## src/rtl/rgmii_tx_framer.sv

```systemverilog
// RGMII transmit framer: preamble/SFD insertion, CRC32 FCS, underrun abort and inter-packet gap.
// Define RGMII_TX_PAD_EN to zero-pad short frames up to MIN_FRAME payload bytes.
module rgmii_tx_framer #(
  parameter int PREAMBLE_LEN = 7,
  parameter int IPG_BYTES    = 12
`ifdef RGMII_TX_PAD_EN
  , parameter int MIN_FRAME  = 60
`endif
) (
  input  logic        clk,
  input  logic        rst_n,
  input  logic [7:0]  s_data,
  input  logic        s_valid,
  input  logic        s_last,
  output logic        s_ready,
  output logic [9:0]  q,
  output logic        busy,
  output logic        tx_done,
  output logic        tx_abort,
  output logic [15:0] frame_cnt
);

  typedef enum logic [3:0] {
    IDLE, PRE, SFD, DATA,
`ifdef RGMII_TX_PAD_EN
    PAD,
`endif
    FCS, ABORT, DRAIN, IPG
  } state_t;

  localparam logic [31:0] CRC_POLY = 32'hEDB8_8320;
  localparam logic [31:0] CRC_INIT = 32'hFFFF_FFFF;
  localparam logic [15:0] PRE_LAST = 16'(PREAMBLE_LEN - 1);
  localparam logic [15:0] IPG_LAST = 16'(IPG_BYTES - 1);
`ifdef RGMII_TX_PAD_EN
  localparam logic [15:0] MIN_CNT  = 16'(MIN_FRAME);
`endif

  // Data byte as a 10-bit ODDR word with tx_en=1; er flips the falling-edge ctl bit.
  function automatic logic [9:0] enc(input logic [7:0] b, input logic er);
    return {~er, b[7:4], 1'b1, b[3:0]};
  endfunction

  function automatic logic [31:0] crc_byte(input logic [31:0] c_in, input logic [7:0] d);
    logic [31:0] c;
    c = c_in ^ {24'h0, d};
    for (int i = 0; i < 8; i++) c = c[0] ? ((c >> 1) ^ CRC_POLY) : (c >> 1);
    return c;
  endfunction

  state_t      state, state_next;
  logic [15:0] cnt, cnt_next, cnt_inc;
  logic [31:0] crc, crc_next, fcs;
  logic [9:0]  q_next;
  logic        tx_done_next, tx_abort_next;

  assign cnt_inc = (cnt == 16'hFFFF) ? cnt : cnt + 16'd1;
  assign fcs     = ~crc;

  // NOTE: every signal written here gets a default first so no path can infer a latch.
  always_comb begin
    state_next    = state;
    cnt_next      = cnt;
    crc_next      = crc;
    q_next        = '0;
    tx_done_next  = 1'b0;
    tx_abort_next = 1'b0;
    case (state)
      IDLE: if (s_valid) begin
        state_next = PRE;
        cnt_next   = '0;
      end
      PRE: begin
        q_next = enc(8'h55, 1'b0);
        if (cnt == PRE_LAST) state_next = SFD;
        else                 cnt_next   = cnt + 16'd1;
      end
      SFD: begin
        q_next     = enc(8'hD5, 1'b0);
        crc_next   = CRC_INIT;
        cnt_next   = '0;
        state_next = DATA;
      end
      DATA: begin
        if (s_valid) begin
          q_next   = enc(s_data, 1'b0);
          crc_next = crc_byte(crc, s_data);
          cnt_next = cnt_inc;
          if (s_last) begin
`ifdef RGMII_TX_PAD_EN
            if (cnt_inc < MIN_CNT) begin
              state_next = PAD;
            end else begin
              state_next = FCS;
              cnt_next   = '0;
            end
`else
            state_next = FCS;
            cnt_next   = '0;
`endif
          end
        end else begin
          q_next        = enc(8'h00, 1'b1);
          tx_abort_next = 1'b1;
          state_next    = ABORT;
        end
      end
`ifdef RGMII_TX_PAD_EN
      PAD: begin
        q_next   = enc(8'h00, 1'b0);
        crc_next = crc_byte(crc, 8'h00);
        if (cnt_inc >= MIN_CNT) begin
          state_next = FCS;
          cnt_next   = '0;
        end else begin
          cnt_next = cnt_inc;
        end
      end
`endif
      FCS: begin
        q_next = enc(fcs[{cnt[1:0], 3'b000} +: 8], 1'b0);
        if (cnt[1:0] == 2'd3) begin
          tx_done_next = 1'b1;
          state_next   = IPG;
          cnt_next     = '0;
        end else begin
          cnt_next = cnt + 16'd1;
        end
      end
      // ABORT is the first discard cycle: the error byte is already on q and a byte may be taken.
      ABORT, DRAIN: begin
        if (s_valid && s_last) begin
          state_next = IPG;
          cnt_next   = '0;
        end else begin
          state_next = DRAIN;
        end
      end
      IPG: begin
        if (cnt == IPG_LAST) begin
          state_next = s_valid ? PRE : IDLE;
          cnt_next   = '0;
        end else begin
          cnt_next = cnt + 16'd1;
        end
      end
      default: state_next = IDLE;
    endcase
  end

  // NOTE: sequential state uses non-blocking assignments so every flop samples pre-edge values.
  always_ff @(posedge clk or negedge rst_n) begin
    if (!rst_n) begin
      state     <= IDLE;
      cnt       <= '0;
      crc       <= CRC_INIT;
      q         <= '0;
      s_ready   <= 1'b0;
      busy      <= 1'b0;
      tx_done   <= 1'b0;
      tx_abort  <= 1'b0;
      frame_cnt <= '0;
    end else begin
      state    <= state_next;
      cnt      <= cnt_next;
      crc      <= crc_next;
      q        <= q_next;
      s_ready  <= (state_next == DATA) || (state_next == ABORT) || (state_next == DRAIN);
      busy     <= (state_next != IDLE);
      tx_done  <= tx_done_next;
      tx_abort <= tx_abort_next;
      if (tx_done_next) frame_cnt <= frame_cnt + 16'd1;
    end
  end

endmodule

```

## config.mk

```make
export PLATFORM = sky130hd
export DESIGN_NAME = rgmii_tx_framer
export DESIGN_NICKNAME = d
export VERILOG_FILES = /design/src/rtl/rgmii_tx_framer.sv
export SDC_FILE = /design/constraint.sdc
export NUM_CORES = 1
export LEC_CHECK = 0
export CAP_MARGIN = 20
export CORE_ASPECT_RATIO = 1.2
export CORE_UTILIZATION = 35
export CTS_CLUSTER_SIZE = 10
export DETAILED_ROUTE_END_ITERATION = 7
export DONT_BUFFER_PORTS = 1
export PLACE_DENSITY = 0.54
export SKIP_LAST_GASP = 1
export SLEW_MARGIN = 20
export SYNTH_ARGS = -nofsm -noshare
export SYNTH_HDL_FRONTEND = slang
export SYNTH_SLANG_ARGS = --single-unit
```

## constraint.sdc

```tcl
create_clock -name clk -period 6.2 [get_ports clk]
set_input_delay 0 -clock clk [delete_from_list [all_inputs] [get_ports clk]]
set_output_delay 0 -clock clk [all_outputs]
set_load 0.005 [all_outputs]
```

Word level (Yosys, flattened, before mapping):

Cells that the tools add are included.

* add/subtract/negate cells: 2
* eq/ne operators: 19
* bitwise operators: 10
* magnitude comparators: 0
* divide/modulo/power cells: 0
* $mul: 0
* multiplexer cells: 34
* reduce and logical (&&, ||, !) cells: 10
* shifts and indexed selects: 1

Operator list (number)
* 32-bit 2-to-1 mux: 9
* 16-bit 2-to-1 mux: 8
* 13-bit inverter with 14-bit output: 8
* 16-bit case mux with 7 select lines: 1
* 32-bit case mux with 2 select lines: 1
* 10-bit case mux with 4 select lines: 1
* 16-bit by 1-bit adder with 16-bit output, second input constant: 2
* 32-bit inverter: 1
* 32-bit by 6-bit variable part select with 8-bit output: 1
* 32-bit by 8-bit bitwise XOR with 32-bit output: 1
* 4-bit case mux with 7 select lines: 1
* 4-bit by 3-bit equality test with 1-bit output, second input constant: 6
* 4-bit 2-to-1 mux: 6
* 16-bit equality test, second input constant: 1
* 16-bit by 3-bit equality test with 1-bit output, second input constant: 1
* 16-bit by 4-bit equality test with 1-bit output, second input constant: 1
* 4-bit by 2-bit equality test with 1-bit output, second input constant: 3
* 10-bit 2-to-1 mux: 1
* 2-bit != test, second input constant: 4
* 7-bit nonzero test: 1
* 1-bit 2-to-1 mux: 6
* 6-bit AND reduction: 1
* 4-bit by 1-bit equality test with 1-bit output, second input constant: 1
* 4-bit logical NOT: 1
* other kinds (8): 9

* ROM bits: 0
* logic and storage cells: 85
* register bits: 82
* memories kept: 0
* latch bits: 0
* bits in writable memories: 0

Longest topological paths before layout:

Gate-level depths: netlist (run 1).

* depth after elaboration: 19
* depth in mapped cells: 11
* gate-level depth less buffers: 9

Least setup slack after synthesis (run 1):

OpenSTA, ideal clock, no wires.

* path kind: register to register
* from: register cnt[4]
* to: register cnt[2]
* required time: 6075 ps
* buffers on the path: 1
* stages on the path, launching flop included: 8
* clock period less this slack: 2803 ps
* data arrival time: 2678 ps
* path slack: 3397 ps
* cell sequence: dfrtp_1 -> or4_1 -> or3_1 -> o41a_1 -> o2111a_2 -> a21oi_2 -> buf_6 -> mux2_4

* word-level cells in the longest chain between the ends: 3
* elaborated cells between the ends (all ways): 8

Ends and longest elaborated chain
* from (decl): RTL line 52 `logic [15:0] cnt, cnt_next, cnt_inc;`
* from (signal assigned): RTL line 165 `cnt <= cnt_next;`
* 16-bit equality test, or another cell as far along: RTL line 57 `assign cnt_inc = (cnt == 16'hFFFF) ? cnt : cnt + 16'd1;`
* 3-bit != test (no source line), or another cell as far along
* 6-bit AND reduction (no source line) or 16-bit case mux with 7 select lines (tied branches)

Parallel ways exist; a longest one is shown, timed or not.
A chain may end at the register's enable or synchronous reset.

Worst setup path after layout (run 1):

* from: register cnt[0]
* to: register cnt[10]

* word-level cells in the longest chain between the ends: 5
* elaborated cells between the ends (all ways): 15

Ends and longest elaborated chain
* 16-bit by 1-bit adder with 16-bit output
* 16-bit 2-to-1 mux: RTL line 57
* 16-bit 2-to-1 mux: RTL line 89 `if (s_last) begin`
* 16-bit 2-to-1 mux: RTL line 85 `if (s_valid) begin`
* 16-bit case mux with 7 select lines: RTL line 68 `case (state)`

Parallel ways exist; a longest one is shown, timed or not. The select of a mux whose other input is x is not followed.

==> Flow_metrics.wiki, run 1 <==
{| class="wikitable"
! Metric !! Value
|-
| Synth Area per Inst || a little over 10 um2
|-
| Pins Over Slew Limit || 0
|-
| Count of buffers inserted at the top-level ports || 0
|-
| Relative slew slack || 43.84%
|-
| Global-route track usage on met1 || a little over a fifth
|-
| Power density over the cells || 362.4 mW/mm2
|-
| Number of instances resized during post-cts repair || 0
|-
| Routed wire length || 11.12 mm
|-
| Cts-stage hold buffer count || 10
|-
| Max FO, Critical Path || 13
|-
| Result of the run || finished, final reports clean
|-
| Initial standard-cell utilization of the core || 35.76%
|-
| Worst path arrival time || 3.90 ns
|-
| Initial antenna violation count || 0
|-
| Number of sinks handled by clock tree synthesis || 82
|-
| Final period util || 59.32%
|-
| Slew at the pin closest to its max-slew limit || 0.8364 ns
|-
| Top FF cell, synth || sky130_fd_sc_hd__dfrtp_1
|-
| Pleak || 2.116 nW
|-
| Global placement routability congestion || 0.8371
|-
| Setup repair after global routing missed its margin || no
|-
| DIE WIDTH || 107.7 um
|-
| Number of synthesized register bits || just over 80
|-
| Number of core rows || 46
|-
| Setup clock skew after layout || 0.004843 ns
|-
| Sw power || just over 600 uW
|-
| Total number of yosys warnings || 0
|-
| Max cap viols || 0
|-
| Via-to-Cell Ratio || 5.584
|-
| P&R area growth vs syn || 12.58%
|-
| Internal power component || 1.297 mW
|-
| Post-synthesis sequential area ratio || 44.57%
|-
| Post-layout nets || 478
|-
| H-tree depth || 3
|-
| Final hold violations || 0
|-
| Minimum hold slack || between 0.02 and 0.025 ns
|-
| Clk slew on worst S/H paths || 0.06 ns
|-
| Pre-Repair DR Iteration Count || 5
|-
| Post-CTS setup buffers || 0
|-
| Total chip power || 1.915 mW
|-
| Top cells by area in the synthesized netlist || sky130_fd_sc_hd__dfrtp_1 (27%), sky130_fd_sc_hd__dfstp_2 (18%), sky130_fd_sc_hd__xnor2_1 (10%), sky130_fd_sc_hd__xor2_1 (6.0%), sky130_fd_sc_hd__nor3_1 (4.3%)
|-
| Per-cell routed wire length || around 18 um
|-
| Post-route cell area || 0.005284 mm2
|-
| Sequential Power Share || roughly 37%
|-
| Layout cell share with drive strength beyond 1 || 15.85%
|-
| Cell count after synthesis || about 460
|-
| DRC || 0
|-
| Leading cell type in the layout, fill and taps excluded || sky130_fd_sc_hd__xnor2_1
|-
| TritonCTS clock tree || yes
|-
| All-layer global routing usage || 17.52%
|-
| GRT Max-Usage Layer || met2
|-
| Vertical die dimension || around 130 um
|-
| Min cycle time layout || 3.678 ns
|-
| Maximum vdd drop || 0.0001972 V
|-
| Switching share of power || 32.29%
|-
| DP HPWL || 7.536 mm
|-
| Drt first-iter violations || 172
|-
| Setup violations, final || 0
|-
| Commonest cells after routing, fill and taps aside || sky130_fd_sc_hd__xnor2_1 (54), sky130_fd_sc_hd__dfrtp_1 (50), sky130_fd_sc_hd__nor3_1 (39)
|-
| Comb pwr share || 32.8%
|-
| CTS Buf Count || 9
|-
| Required time of the worst setup path || 6.43 ns
|-
| Area of placed instances || 0.004838 mm2
|-
| Io pins || 42
|-
| Unique cell type count in the Yosys netlist || between 60 and 70
|-
| Post-DRT Antenna Nets || 0
|-
| Ant diodes || 0
|-
| Via total after detailed routing || 3546
|-
| Fraction of registers with async set/reset || 100.0%
|-
| Clock Tree Root || sky130_fd_sc_hd__clkbuf_16
|-
| Leading area contributor after synthesis || sky130_fd_sc_hd__dfrtp_1
|-
| Final core utilization || 40.27%
|-
| Type of the worst setup path || reg2reg
|-
| Skew-Pair Late Insertion Delay || between 0.3 and 0.4 ns
|-
| Kind of end point of the critical path || flip-flop
|-
| Die footprint || around 0.014 mm2
|-
| Mapped cell area || 0.004693 mm2
|-
| Maximum number of pins on one net before global-route repair || 83
|-
| Flop2flop setup slack || between 2 and 3 ns
|-
| Global routing met3 resource utilization || 3.343%
|-
| Final TNS setup || 0 ns
|-
| Area of the core || 0.01312 mm2
|-
| Maximum clock frequency || 0.2719 GHz
|-
| Part of the power in the clock network || 30.7%
|-
| Number of flops mapped to enable cells by yosys || 0
|-
| Number of global-route vias before repair || 3534
|-
| Buffers from clock root to sink, at most || 2
|-
| Path type of the worst min-delay path || in2reg
|-
| Met2 Usage GRT || 29.68%
|-
| Wire length of the first global-routing pass || 18.84 mm
|-
| Net count after synthesis || 477
|-
| Aggregate global routing overflow || 0
|-
| Proportion of netlist area held by the largest area contributor || 26.66%
|-
| CP Launch Type || flip-flop
|}
## final timing paths
path / endpoint / start / cells after the start
setup reg to reg: cnt[10]$_DFFE_PN0P_ / cnt[0]$_DFFE_PN0P_ / 7
min in group asynchronous: frame_cnt[12]$_DFFE_PN0P_ / rst_n / 2
setup / recovery: cnt[10]$_DFFE_PN0P_ / cnt[0]$_DFFE_PN0P_ / 7
hold reg to reg: frame_cnt[15]$_DFFE_PN0P_ / frame_cnt[15]$_DFFE_PN0P_ / 1
hold / removal: crc[18]$_DFFE_PN1P_ / s_valid / 3
max in group asynchronous: crc[4]$_DFFE_PN1P_ / rst_n / 2
## cell usage after synthesis (4+ instances only)
| cell | count |
|---|---|
| sky130_fd_sc_hd__a21oi_1 | 33 |
| sky130_fd_sc_hd__a221o_1 | 6 |
| sky130_fd_sc_hd__a31oi_1 | 4 |
| sky130_fd_sc_hd__and3_1 | 8 |
| sky130_fd_sc_hd__buf_1 | 4 |
| sky130_fd_sc_hd__clkbuf_1 | 15 |
| sky130_fd_sc_hd__dfrtp_1 | 50 |
| sky130_fd_sc_hd__dfstp_2 | 32 |
| sky130_fd_sc_hd__ha_1 | 4 |
| sky130_fd_sc_hd__inv_1 | 10 |
| sky130_fd_sc_hd__mux4_2 | 8 |
| sky130_fd_sc_hd__nand2_1 | 31 |
| sky130_fd_sc_hd__nand2b_1 | 4 |
| sky130_fd_sc_hd__nand3_1 | 11 |
| sky130_fd_sc_hd__nor2_1 | 20 |
| sky130_fd_sc_hd__nor2b_1 | 4 |
| sky130_fd_sc_hd__nor3_1 | 40 |
| sky130_fd_sc_hd__nor4_1 | 4 |
| sky130_fd_sc_hd__o211ai_1 | 5 |
| sky130_fd_sc_hd__o21ai_0 | 10 |
| sky130_fd_sc_hd__or3_1 | 9 |
| sky130_fd_sc_hd__xnor2_1 | 54 |
| sky130_fd_sc_hd__xor2_1 | 32 |
## power groups by stage
stage | logic (mW) | clock network, mW | registers, mW
detailed placement | 0.608 | 0 | 0.710
finish | 0.627 | 0.587 | 0.700
CTS | 0.631 | 0.602 | 0.701
global placement | 0.604 | 0 | 0.708
global route | 0.692 | 0.621 | 0.712
floorplan | 0.518 | 0 | 0.684
## per-stage QoR
step	setup slack, ns	std cells
floorplan	3.397	461
global placement	2.641	609
detailed placement	2.552	609
CTS	2.520	635
global route	2.187	635
finish	2.522	635
## worst max-delay path: stages (launching register included)
cell	delay [ns]
sky130_fd_sc_hd__dfrtp_1	0.80
sky130_fd_sc_hd__ha_1	0.41
sky130_fd_sc_hd__nand3_2	0.14
sky130_fd_sc_hd__or4_4	0.55
sky130_fd_sc_hd__or2_1	0.30
sky130_fd_sc_hd__o311ai_2	0.70
sky130_fd_sc_hd__a21oi_2	0.27
sky130_fd_sc_hd__a221o_1	0.39
## logic make-up (layout without fill, tap and decap cells)
kind of cell,count (synthesis),after routing,synth area share (%)
fa+ha+maj,5,5,1.280
xor+xnor,86,86,16.05
other cells,1,1,0.07990
compound gates,93,93,13.92
flops,82,82,44.57
buf+inv,33,39,2.852
simple gates,149,149,16.37
mux,12,12,4.878
## final cells by class
| type | count | area (um2) |
|---|---|---|
| tap | 168 | 210.2 |
| clock buffer | 10 | 239.0 |
| sequential | 82 | 2092 |
| clock inverter | 6 | 88.84 |
| timing repair buffer | 12 | 132.6 |
| fill | 1272 | 7839 |
| inverter | 11 | 41.29 |
| multi-input combinational | 346 | 2480 |
## sequential cells by signal (all words and copies together), names as in the netlist
name	cells
frame_cnt	16
q	10
s_ready	1
cnt	16
tx_done	1
busy	1
state	4
tx_abort	1
crc	32
## metal layers
layer / vias up / part of all wire, %
li1: 1669 / -
met1: 1779 / 42
met2: 79 / 52
met3: 19 / 3.6
met4: 0 / 2.2
met5: - / 0
No activity file was read; power rests on OpenSTA's default activity.
==> inputs of run 2 (changes only) <==
PLACE_DENSITY = 0.56   (was 0.54)
clock period = 3 ns   (was 6.2 ns; I/O delays follow)
==> run 2 against run 1 <==
- combinational power increased by 120%
- first-iteration DRC count increased by 2.9%
- flip-flop and latch count unchanged
- utilization increased by 2.0 points
- global-route usage increased by 0.48 points
- clock power increased by 87%
- clock-buffer cell count increased by 1
- setup slack got worse by 2.5 ns
- register-to-register slack got worse by 2.5 ns
- cell count increased by 5.7%
- via count increased by 1.5%
==> Flow_metrics.wiki, run 2 (same netlist as run 1, synthesis figures left out) <==
{| class="wikitable"
! Metric !! Value
|-
| Relative slew slack || 53.72% (+9.9 points)
|-
| Ant diodes || 0 (unchanged)
|-
| Footprint of the multi-input gates || 0.002480 mm2 (unchanged)
|-
| Wire length of the first global-routing pass || 19.30 mm (+2.4%)
|-
| Power density over the cells || 701.9 mW/mm2 (+94%)
|-
| Post-layout nets || 514 (+7.5%)
|-
| Count of buffers inserted at the top-level ports || 0 (unchanged)
|-
| Maximum clock frequency || 0.3402 GHz (+25%)
|-
| Drt first-iter violations || 177 (+2.9%)
|-
| Slew at the pin closest to its max-slew limit || 0.6893 ns (-0.1472 ns)
|-
| Aggregate global routing overflow || 0 (unchanged)
|-
| Flip-flop count of the largest register after layout || 32 (unchanged)
|-
| Max FO, Critical Path || 5 (-8)
|-
| Die footprint || 0.01388 mm2 (unchanged)
|-
| P&R area growth vs syn || 18.21%
|-
| Setup violations, final || 0 (unchanged)
|-
| Skew-Pair Late Insertion Delay || 0.34 ns (about the same)
|-
| Kind of end point of the critical path || flip-flop
|-
| Number of core rows || 46 (unchanged)
|-
| Min cycle time layout || 2.940 ns (-0.7380 ns)
|-
| Cells traversed along the worst timing path || or4_1 -> or3_1 -> o41a_1 -> o2111a_2 -> buf_4 -> a221o_1 -> a22o_1
|-
| Area of placed instances || 0.005134 mm2 (+6.1%)
|-
| Commonest cells after routing, fill and taps aside || sky130_fd_sc_hd__xnor2_1 (54), sky130_fd_sc_hd__dfrtp_1 (50), sky130_fd_sc_hd__nor3_1 (39)
|-
| Per-cell routed wire length || 17.20 um (-1.8%)
|-
| Max cap viols || 0 (unchanged)
|-
| Buffers from clock root to sink, at most || 2 (unchanged)
|-
| Number of inserted filler cells in the final layout || 1273 (+0.079%)
|-
| Clock Tree Root || sky130_fd_sc_hd__clkbuf_16
|-
| Area of the core || 0.01312 mm2 (unchanged)
|-
| Peak per-stage delay on the critical path || 0.60 ns (-0.20 ns)
|-
| Leading cell type in the layout, fill and taps excluded || sky130_fd_sc_hd__xnor2_1
|-
| All-layer global routing usage || 18.00% (+0.48 points)
|-
| Post-route cell area || 0.005548 mm2 (+5.0%)
|-
| DP HPWL || 8.087 mm (+7.3%)
|-
| Sequential cell area in the final layout || 0.002092 mm2 (unchanged)
|-
| Worst path arrival time || 3.16 ns (-0.74 ns)
|-
| Pleak || 2.292 nW (+8.3%)
|-
| Number of sinks handled by clock tree synthesis || 82 (unchanged)
|-
| Routed wire length || 11.54 mm (+3.8%)
|-
| Pins Over Slew Limit || 0 (unchanged)
|-
| Maximum vdd drop || 0.0004601 V (+130%)
|-
| Via-to-Cell Ratio || 5.365 (-3.9%)
|-
| Clk slew on worst S/H paths || 0.06 ns (about the same)
|-
| Final hold violations || 0 (unchanged)
|-
| Io pins || 42 (unchanged)
|-
| H-tree depth || 3 (unchanged)
|-
| Final TNS setup || 0 ns (unchanged)
|-
| Maximum number of pins on one net before global-route repair || 83 (unchanged)
|-
| Vertical die dimension || 128.9 um (unchanged)
|-
| Largest registers ranked by flip-flop count || crc: 32 flops, cnt: 16 flops, frame_cnt: 16 flops
|-
| Required time of the worst setup path || 3.22 ns (-3.21 ns)
|-
| Setup repair after global routing missed its margin || no
|-
| Cell family contributing the most delay on the critical path || compound AO/OA/AOI/OAI gates
|-
| Setup clock skew after layout || 0.007760 ns (+0.002917 ns)
|-
| Layout cell share with drive strength beyond 1 || 21.47% (+5.6 points)
|-
| DIE WIDTH || 107.7 um (unchanged)
|-
| Type of the worst setup path || reg2reg
|-
| Number of global-route vias before repair || 3748 (+6.1%)
|-
| Final period util || 97.99% (+39 points)
|-
| Crit path buf inv count || 1 (+1)
|-
| Result of the run || finished, final reports clean
|-
| CTS Buf Count || 9 (unchanged)
|-
| Post-DRT Antenna Nets || 0 (unchanged)
|-
| Initial standard-cell utilization of the core || 35.76% (unchanged)
|-
| Path type of the worst min-delay path || in2reg
|-
| Via total after detailed routing || 3600 (+1.5%)
|-
| Worst path slowest cell || sky130_fd_sc_hd__or4_1
|-
| CP Launch Type || flip-flop
|-
| Post-CTS setup buffers || 0 (unchanged)
|-
| TritonCTS clock tree || yes
|-
| Initial antenna violation count || 0 (unchanged)
|-
| DRC || 0 (unchanged)
|-
| Global placement routability congestion || 0.8496 (+1.5%)
|-
| Pre-Repair DR Iteration Count || 6 (+1)
|-
| Top register by number of flip-flops || crc
|}
[run 2: final timing paths]
check	start	to	slack [ns]	cells after the start
max	cnt[4]$_DFFE_PN0P_	cnt[12]$_DFFE_PN0P_	0.06	7
min	s_valid	crc[18]$_DFFE_PN1P_	0.03	3
max reg2reg	cnt[4]$_DFFE_PN0P_	cnt[12]$_DFFE_PN0P_	0.06	7
min reg2reg	frame_cnt[15]$_DFFE_PN0P_	frame_cnt[15]$_DFFE_PN0P_	0.50	1
max in group asynchronous	rst_n	crc[16]$_DFFE_PN1P_	2.40	2
min in group asynchronous	rst_n	cnt[15]$_DFFE_PN0P_	0.26	2
[run 2: what timing repair did]
item | 4_1_cts | 5_1_grt
hold buffers | 10 | 0
hold endpoints to repair | 90 | 0
resized for setup | 0 | 0
[run 2: power breakdown]
group | leakage [nW] | internal, mW | switching [mW] | total (mW)
Combinational | 1.13 | 0.657 | 0.705 | 1.36
Sequential | 1.03 | 1.31 | 0.115 | 1.43
Clock | 0.139 | 0.663 | 0.441 | 1.10
[run 2: layer usage]
metal	up-vias	share of wire, %	wire length, um	global-route usage [%]
met3	11	3.9	454	3.951
met5	-	0	0	0
met4	0	1.2	141	5.479
met2	72	52	5987	32.13
li1	1736	-	-	-
met1	1781	43	4958	21.48
[run 2: cell type report]
cell class / count / area share [%]
Clock buffer: 11 / 4.375
Multi-Input combinational cell: 346 / 44.70
Sequential cell: 82 / 37.71
Inverter: 11 / 0.7442
Timing Repair Buffer: 48 / 7.713
Clock inverter: 5 / 0.9698
Tap cell: 168 / 3.789
[run 2: per-stage QoR]
step / hold WS [ns] / std cells / total power [mW] / utilization [%] / setup WS, ns
floorplan: -0.2956 / 461 / 2.483 / - / 0.1967
global placement: -0.2932 / 645 / 2.756 / 39.12 / 0.1280
detailed placement: -0.2927 / 645 / 2.774 / 39.12 / 0.09292
CTS: 0.01942 / 671 / 3.937 / 42.28 / 0.06473
global route: 0.08016 / 671 / 4.118 / 42.28 / 0.008721
finish: 0.02659 / 671 / 3.894 / 42.28 / 0.06028
[run 2: worst reg2reg max path: stages (launching register included)]
cell and delay (ns):
sky130_fd_sc_hd__dfrtp_1 0.38, sky130_fd_sc_hd__or4_1 0.60, sky130_fd_sc_hd__or3_1 0.40, sky130_fd_sc_hd__o41a_1 0.42, sky130_fd_sc_hd__o2111a_2 0.30, sky130_fd_sc_hd__buf_4 0.16
sky130_fd_sc_hd__a221o_1 0.34, sky130_fd_sc_hd__a22o_1 0.22
